===== src/rtl/piece_collision_ctrl.sv =====
// Walks the 16 cells of a 4x4 piece bitmap, checking each set cell against the board
// bounds and the board RAM, and reports whether the piece collides.
module piece_collision_ctrl #(
  parameter int BOARD_W  = 10,
  parameter int BOARD_H  = 20,
  parameter int ADDR_W   = 8,
  parameter int COLOUR_W = 6,
  parameter int RAM_LAT  = 1
) (
  input  logic                clk,
  input  logic                reset,
  input  logic                start,
  input  logic [7:0]          origin_x,
  input  logic [6:0]          origin_y,
  input  logic [15:0]         mask,
  input  logic [COLOUR_W-1:0] ram_q,
  output logic [ADDR_W-1:0]   ram_addr,
  output logic                ram_rd,
  output logic                busy,
  output logic                done,
  output logic                hit
);

  localparam int LAT_W = (RAM_LAT > 1) ? $clog2(RAM_LAT) : 1;

  typedef enum logic [1:0] {IDLE, SCAN, WAIT, DONE} state_t;

  state_t              state_reg, state_next;
  logic [3:0]          idx_reg, idx_next;
  logic [7:0]          origin_x_reg, origin_x_next;
  logic [6:0]          origin_y_reg, origin_y_next;
  logic [15:0]         mask_reg, mask_next;
  logic [LAT_W-1:0]    wait_cnt_reg, wait_cnt_next;
  logic                hit_reg, hit_next;
  logic                busy_reg, busy_next;
  logic                done_reg, done_next;
  logic                ram_rd_reg, ram_rd_next;
  logic [ADDR_W-1:0]   ram_addr_reg, ram_addr_next;
  logic                cur_set, cur_oob, nxt_set, nxt_oob;

  // The carry out of the 9-bit / 8-bit sums lands above the board, so it reads as out of bounds.
  function automatic logic cell_oob(input logic [7:0] ox, input logic [6:0] oy, input logic [3:0] i);
    logic [8:0] x;
    logic [7:0] y;
    x = {1'b0, ox} + {7'd0, i[1:0]};
    y = {1'b0, oy} + {6'd0, i[3:2]};
    return (x >= 9'(BOARD_W)) || (y >= 8'(BOARD_H));
  endfunction

  function automatic logic [ADDR_W-1:0] cell_addr(input logic [7:0] ox, input logic [6:0] oy, input logic [3:0] i);
    logic [8:0] x;
    logic [7:0] y;
    x = {1'b0, ox} + {7'd0, i[1:0]};
    y = {1'b0, oy} + {6'd0, i[3:2]};
    return ADDR_W'(32'(y) * 32'(BOARD_W) + 32'(x));
  endfunction

  always_comb begin
    state_next    = state_reg;
    idx_next      = idx_reg;
    origin_x_next = origin_x_reg;
    origin_y_next = origin_y_reg;
    mask_next     = mask_reg;
    wait_cnt_next = wait_cnt_reg;
    hit_next      = hit_reg;
    cur_set       = mask_reg[idx_reg];
    cur_oob       = cell_oob(origin_x_reg, origin_y_reg, idx_reg);

    case (state_reg)
      IDLE: begin
        if (start) begin
          origin_x_next = origin_x;
          origin_y_next = origin_y;
          mask_next     = mask;
          idx_next      = 4'd0;
          hit_next      = 1'b0;
          state_next    = SCAN;
        end
      end
      SCAN: begin
        if (!cur_set) begin
          if (idx_reg == 4'd15) state_next = DONE;
          else                  idx_next   = idx_reg + 4'd1;
        end else if (cur_oob) begin
          hit_next   = 1'b1;
          state_next = DONE;
        end else begin
          wait_cnt_next = '0;
          state_next    = WAIT;
        end
      end
      WAIT: begin
        if (wait_cnt_reg == LAT_W'(RAM_LAT - 1)) begin
          if (|ram_q) begin
            hit_next   = 1'b1;
            state_next = DONE;
          end else if (idx_reg == 4'd15) begin
            state_next = DONE;
          end else begin
            idx_next   = idx_reg + 4'd1;
            state_next = SCAN;
          end
        end else begin
          wait_cnt_next = wait_cnt_reg + 1'b1;
        end
      end
      DONE: state_next = IDLE;
      default: state_next = IDLE;
    endcase

    // Outputs are registered, so they are decided from the cell the next cycle will examine.
    nxt_set       = mask_next[idx_next];
    nxt_oob       = cell_oob(origin_x_next, origin_y_next, idx_next);
    busy_next     = (state_next == SCAN) || (state_next == WAIT);
    done_next     = (state_next == DONE);
    ram_rd_next   = (state_next == SCAN) && nxt_set && !nxt_oob;
    ram_addr_next = '0;
    if (ram_rd_next)               ram_addr_next = cell_addr(origin_x_next, origin_y_next, idx_next);
    else if (state_next == WAIT)   ram_addr_next = ram_addr_reg;
  end

  always_ff @(posedge clk) begin
    if (reset) begin
      state_reg    <= IDLE;
      idx_reg      <= '0;
      origin_x_reg <= '0;
      origin_y_reg <= '0;
      mask_reg     <= '0;
      wait_cnt_reg <= '0;
      hit_reg      <= 1'b0;
      busy_reg     <= 1'b0;
      done_reg     <= 1'b0;
      ram_rd_reg   <= 1'b0;
      ram_addr_reg <= '0;
    end else begin
      state_reg    <= state_next;
      idx_reg      <= idx_next;
      origin_x_reg <= origin_x_next;
      origin_y_reg <= origin_y_next;
      mask_reg     <= mask_next;
      wait_cnt_reg <= wait_cnt_next;
      hit_reg      <= hit_next;
      busy_reg     <= busy_next;
      done_reg     <= done_next;
      ram_rd_reg   <= ram_rd_next;
      ram_addr_reg <= ram_addr_next;
    end
  end

  assign ram_addr = ram_addr_reg;
  assign ram_rd   = ram_rd_reg;
  assign busy     = busy_reg;
  assign done     = done_reg;
  assign hit      = hit_reg;

endmodule


===== config.mk =====
export PLATFORM = sky130hd
export DESIGN_NAME = piece_collision_ctrl
export DESIGN_NICKNAME = d
export VERILOG_FILES = /design/src/rtl/piece_collision_ctrl.sv
export SDC_FILE = /design/constraint.sdc
export NUM_CORES = 1
export LEC_CHECK = 0
export CAP_MARGIN = 20
export CORE_UTILIZATION = 45
export CTS_CLUSTER_SIZE = 14
export DETAILED_ROUTE_END_ITERATION = 10
export PLACE_DENSITY = 0.68
export SYNTH_ARGS = -nofsm -noshare
export SYNTH_HDL_FRONTEND = slang
export SYNTH_SLANG_ARGS = --single-unit

===== constraint.sdc =====
create_clock -name clk -period 14.37 [get_ports clk]
set_clock_uncertainty 0.15 [all_clocks]
set_input_delay 2.1555 -clock clk [delete_from_list [all_inputs] [get_ports clk]]
set_output_delay 2.1555 -clock clk [all_outputs]
set_load 0.05 [all_outputs]

==> run metrics, run 1 <==
status finished, final reports clean; Tot Pwr 476 uW; row count 32; GR Util met3 3.94%; fin cells 588; layout cells sized above 1 6.58%; Data required, critical path 14.47 ns; synthesized instance count 444; Worst-Margin Slew 0.969 ns; crit start category primary input; grt peak-use layer met2; initial antenna violation count 0; CP max stage delay 0.85 ns; Synthesized Nets 519; Peak VDD IR 0.0501 mV; hold-fix buffers at CTS 0; clock power share 21.7%; Fillers 731; Logic pwr share 44.8%; DRT Wirelength 9.47 mm; Vert. Die Dim 92.4 um; final core occ 56.0%; met1 Use GR 31.2%; H-tree levels 2; Hold EP ram_addr[1]; worst-path fanout max 7; DR iter-0 viols 170; final count of pins violating max slew 0; max reg flops 16; Routed Antenna Nets 0; Post-synth EDFFs 0; endpoints failing hold 0; core area 7810 um^2; Worst R2R Start idx_reg[0]; Setup Buffers After CTS 0; PwrDens 109 nW/um^2; fmax 134 MHz; Seq cells post-synth 49; hold path depth 2; root buffer cell clkbuf_8; worst path cell trace clkdlybuf4s50_1, nor4_2, and2_1, o21bai_1, a221oi_1, inv_1, ha_1, a21oi_1, nor2_1, xnor2_1, ha_1, ha_1, fa_1, ha_1, a21o_1, a21oi_1, xnor2_1, xnor2_1, nand4b_1, o21ai_1; NetSw 183 uW; Rel. slew slack 35.4%; first-pass GRT wire length 15.5 mm; Tmin final 7.45 ns; worst hold start ram_addr[1]; CTS Buffer Depth 2; RSZ-0062 raised after global routing no; DR pass1 iterations 5; Flop pwr share 33.5%; setup slack, reg-to-reg 8.23 ns; Crit Path Class in -> reg; Nets 560; placed cells 580; Worst R2R End ram_addr[7]; GRT Overall Usage 23.1%; Sw Ratio 38.4%; Initial Util 47.1%; Syn Area/Cell 8.28 um^2; Internal 293 uW; CTS tree built; Post-Syn Area 3680 um^2; setup TNS 0 ns; GR Util met2 37.8%; post-cts resize count 0; I/O Pins 52; Synth area leader dfxtp_1; final period utilization 51.8%; worst setup path start ram_q[1]; critical path capture point type flip-flop; layout overhead on the synthesized area 18.8%; max-cap viol count 0; async set-or-reset flop fraction in the synthesized netlist 0%; Netlist cell types 68; Final Setup Violations 0; Arrival @ worst endpoint 7.54 ns; largest net degree at the start of global routing 43; Avg Vias per Cell 5.78; number of global-route vias before repair 3288; die width 92.4 um; die area 8540 um^2; Overflow after GRT 0; DRC 0; gpl congestion 0.884; Antenna diodes 0; clk_lat worst skew 0.31 ns; Static Leak 0.00181 uW; clock-pin slew on the worst setup and hold paths 0.10 ns; Most used DFF post-synth dfxtp_1; Slowest-stage cell, CP a221oi_1; Yosys warnings 0; Yosys top cell area share 26.7%; worst r2r path cells 19; vias post-DR 3401; clock sinks 49; total CTS buffers 5; routed len/inst 16.1 um; I/O Buffers 51; main area contributors after synthesis dfxtp_1 (27%), ha_1 (9.9%), mux2i_1 (5.4%), nand2_1 (5.2%), a21oi_1 (4.9%); worst min path class reg -> reg; post-synthesis sequential area ratio 26.7%; most used cell, CP ha_1; Detail Placement HPWL 7.20 mm
## worst max path at each step
stage                             end  cells past startpoint
after floorplan           ram_addr[7]                     22
after global placement    ram_addr[7]                     20
after detailed placement  ram_addr[7]                     20
after CTS                 ram_addr[7]                     20
after global routing      ram_addr[7]                     20
final                     ram_addr[7]                     20
## power by group through the flow
stage,clock network [uW],logic [uW],registers [uW]
after floorplan,0,154,165
after global placement,0,211,162
after detailed placement,0,212,162
after CTS,105,214,159
after global routing,111,238,161
final,103,213,159
## cell type report
type | instances | area (um^2) | share of cell area [%]
clock buffer | 5 | 68.8 | 1.57
tap | 102 | 128 | 2.92
sequential | 49 | 981 | 22.4
inverter | 24 | 90.1 | 2.06
clock inverter | 3 | 43.8 | 1.00
timing repair buffer | 54 | 533 | 12.2
multi-input combinational | 351 | 2530 | 57.8
## per-stage QoR
step	setup slack (ns)	cell area, um^2	hold WS [ns]
floorplan	7.32	3680	0.292
detailed placement	6.64	4260	0.289
finish	6.92	4370	0.309
global route	6.49	4370	0.331
global placement	6.78	4260	0.290
CTS	6.94	4370	0.313
## placed cells by master, fill, tap and decap left out, drive strengths merged, types with 5 or more instances in the layout
master and instances:
xnor2 12, a31oi 6, mux2i 21, nor2b 11, nor2 36, ha 29
nor3 7, nand3 17, a21o 10, a21oi 36, clkdlybuf4s50 51, dfxtp 49
nand2b 6, inv 25, fa 6, a211oi 7, nand2 52, xor2 8
o21ai 18, clkbuf 5
## synth_stat cells (all sizes together), types with 4 or more instances
cell,n
nor2,36
nand3,17
ha,29
a21o,10
a21oi,36
inv,24
nor4,4
clkbuf,12
mux2i,21
nor2b,11
nand2,52
a31oi,6
buf,8
mux2,4
a211oi,7
o21ai,18
nand4,4
nand2b,6
xor2,8
fa,6
nor3,7
mux4,4
xnor2,12
dfxtp,49
## critical path, delay by kind of cell
kind / cells / cell delay (ns)
adders and majority gates: 5 / 1.60
and+or+nand+nor: 4 / 0.90
AOI/OAI and AO/OA: 6 / 1.74
buffers and inverters: 2 / 0.60
xor gates and xnor gates: 3 / 0.54
## kinds of logic after synthesis
logic type / count (synthesis) / synth area share (%)
flops: 49 / 26.7
xor+xnor: 20 / 4.76
simple gates: 158 / 21.0
compound gates: 109 / 20.4
buf+inv: 44 / 4.63
mux: 29 / 9.49
fa+ha+maj: 35 / 13.1
## routing by layer
metal	vias to the layer above	part of all wire (%)
met2	84	46
met4	0	1.3
met3	13	5.3
met1	1637	47
li1	1667	-
met5	-	0
Note: power is estimated with default switching activity, not from simulation.
==> run 2: changes to the inputs <==
==> constraint.sdc (replaced) <==
create_clock -name clk -period 7.7 [get_ports clk]
set_clock_uncertainty 0.15 [all_clocks]
set_input_delay 1.155 -clock clk [delete_from_list [all_inputs] [get_ports clk]]
set_output_delay 1.155 -clock clk [all_outputs]
set_load 0.05 [all_outputs]
==> run metrics, run 2 (synthesis results as in run 1) <==
status finished, final reports clean; critical path capture point type flip-flop; max-cap viol count 0; Avg Vias per Cell 5.65; Worst-Margin Slew 0.960 ns; Flop pwr share 34.8%; initial antenna violation count 0; NetSw 340 uW; clk_lat worst skew 0.31 ns; row count 32; I/O Pins 52; DRT Wirelength 9.44 mm; layout cells sized above 1 6.76%; RSZ-0062 raised after global routing no; most frequent cells in the layout nand2_1 (51), clkdlybuf4s50_1 (51), dfxtp_1 (49); DRC 0; Initial Util 47.1%; crit start category primary input; gpl congestion 0.876; Crit Path Class in -> reg; DR iter-0 viols 169; core area 7810 um^2; Static Leak 0.00181 uW; die area 8540 um^2; CTS Buffer Depth 2; GRT Overall Usage 23.4%; PwrDens 196 nW/um^2; clock-pin slew on the worst setup and hold paths 0.09 ns; Setup Buffers After CTS 0; metal2 WL 4.49 mm; die width 92.4 um; fmax 164 MHz; layout overhead on the synthesized area 18.5%; total CTS buffers 5; Rel. slew slack 34.2%; Detail Placement HPWL 7.22 mm; final period utilization 79.3%; Routed Antenna Nets 0; Final Setup Violations 0; CTS tree built; Antenna diodes 0; routed len/inst 16.0 um; max reg flops 16; worst hold start ram_addr[1]; largest net degree at the start of global routing 43; Vert. Die Dim 92.4 um; first-pass GRT wire length 16.0 mm; number of global-route vias before repair 3327; Overflow after GRT 0; Tmin final 6.10 ns; H-tree levels 2; Data required, critical path 7.79 ns; Internal 516 uW; Worst R2R Start idx_reg[0]; DR pass1 iterations 4; met3 routed WL 345 um; clock sinks 49; vias post-DR 3335; endpoints failing hold 0; root buffer cell clkbuf_8; clock power share 18.3%; worst min path class reg -> reg; CP endpoint ram_addr[7]; hold path depth 2; Sw Ratio 39.7%; final count of pins violating max slew 0; I/O Buffers 51; hold-fix buffers at CTS 0; Max Used Layer met4; Logic pwr share 47.0%; Peak VDD IR 0.0940 mV; Nets 562; final core occ 55.8%; worst r2r path cells 20; Arrival @ worst endpoint 6.20 ns; M1 WL 4.52 mm; setup slack, reg-to-reg 1.65 ns; setup TNS 0 ns; worst setup path start ram_q[1]; Worst R2R End ram_addr[7]; post-cts resize count 0; worst-path fanout max 7
run 2: how the worst min path moves through the flow:
stage | end | slack [ns]
6_report | ram_addr[1] | 0.31
5_1_grt | ram_addr[1] | 0.32
4_1_cts | ram_addr[1] | 0.31
3_5_place_dp | ram_addr[5] | 0.29
3_3_place_gp | ram_addr[4] | 0.29
2_1_floorplan | mask_reg[11] | 0.29
run 2: power by group through the flow:
stage / Clock (uW) / Combinational, uW / Sequential [uW]
6_report: 156 / 402 / 297
3_5_place_dp: 0 / 398 / 303
4_1_cts: 158 / 401 / 297
3_3_place_gp: 0 / 392 / 302
5_1_grt: 168 / 447 / 300
2_1_floorplan: 0 / 287 / 309
run 2: layout make-up:
type / instances / area, um^2
tap: 102 / 128
sequential: 49 / 981
clock inverter: 2 / 13.8
timing repair buffer: 56 / 548
fill: 717 / 3450
clock buffer: 6 / 72.6
inverter: 24 / 90.1
multi-input combinational: 351 / 2530
run 2: per-stage QoR:
step | power [uW] | worst slack (ns) | hold WS (ns) | instances | cell area, um^2
after detailed placement | 701 | 1.32 | 0.289 | 582 | 4270
after floorplan | 596 | 1.65 | 0.292 | 444 | 3680
after global routing | 916 | 1.21 | 0.320 | 590 | 4360
after global placement | 694 | 1.40 | 0.289 | 582 | 4270
final | 856 | 1.60 | 0.306 | 590 | 4360
after CTS | 857 | 1.64 | 0.307 | 590 | 4360
run 2: metal layers:
layer / up-vias / GRT usage [%]
met4: 0 / 4.82
met1: 1591 / 32.1
li1: 1672 / -
met5: - / 0
met2: 66 / 39.5
met3: 6 / 2.79
run 2: worst max-delay path: stages:
cell	delay, ns
clkdlybuf4s50_1	0.42
nor4_2	0.49
nand3_1	0.23
nor2_1	0.14
a21oi_1	0.07
a21o_1	0.24
inv_1	0.17
ha_1	0.20
inv_1	0.06
fa_1	0.52
nor3_1	0.32
xnor2_1	0.14
ha_1	0.37
fa_1	0.50
ha_1	0.33
a21o_1	0.17
a21oi_1	0.17
xnor2_1	0.16
xnor2_1	0.14
nand4b_1	0.10
o21ai_1	0.13
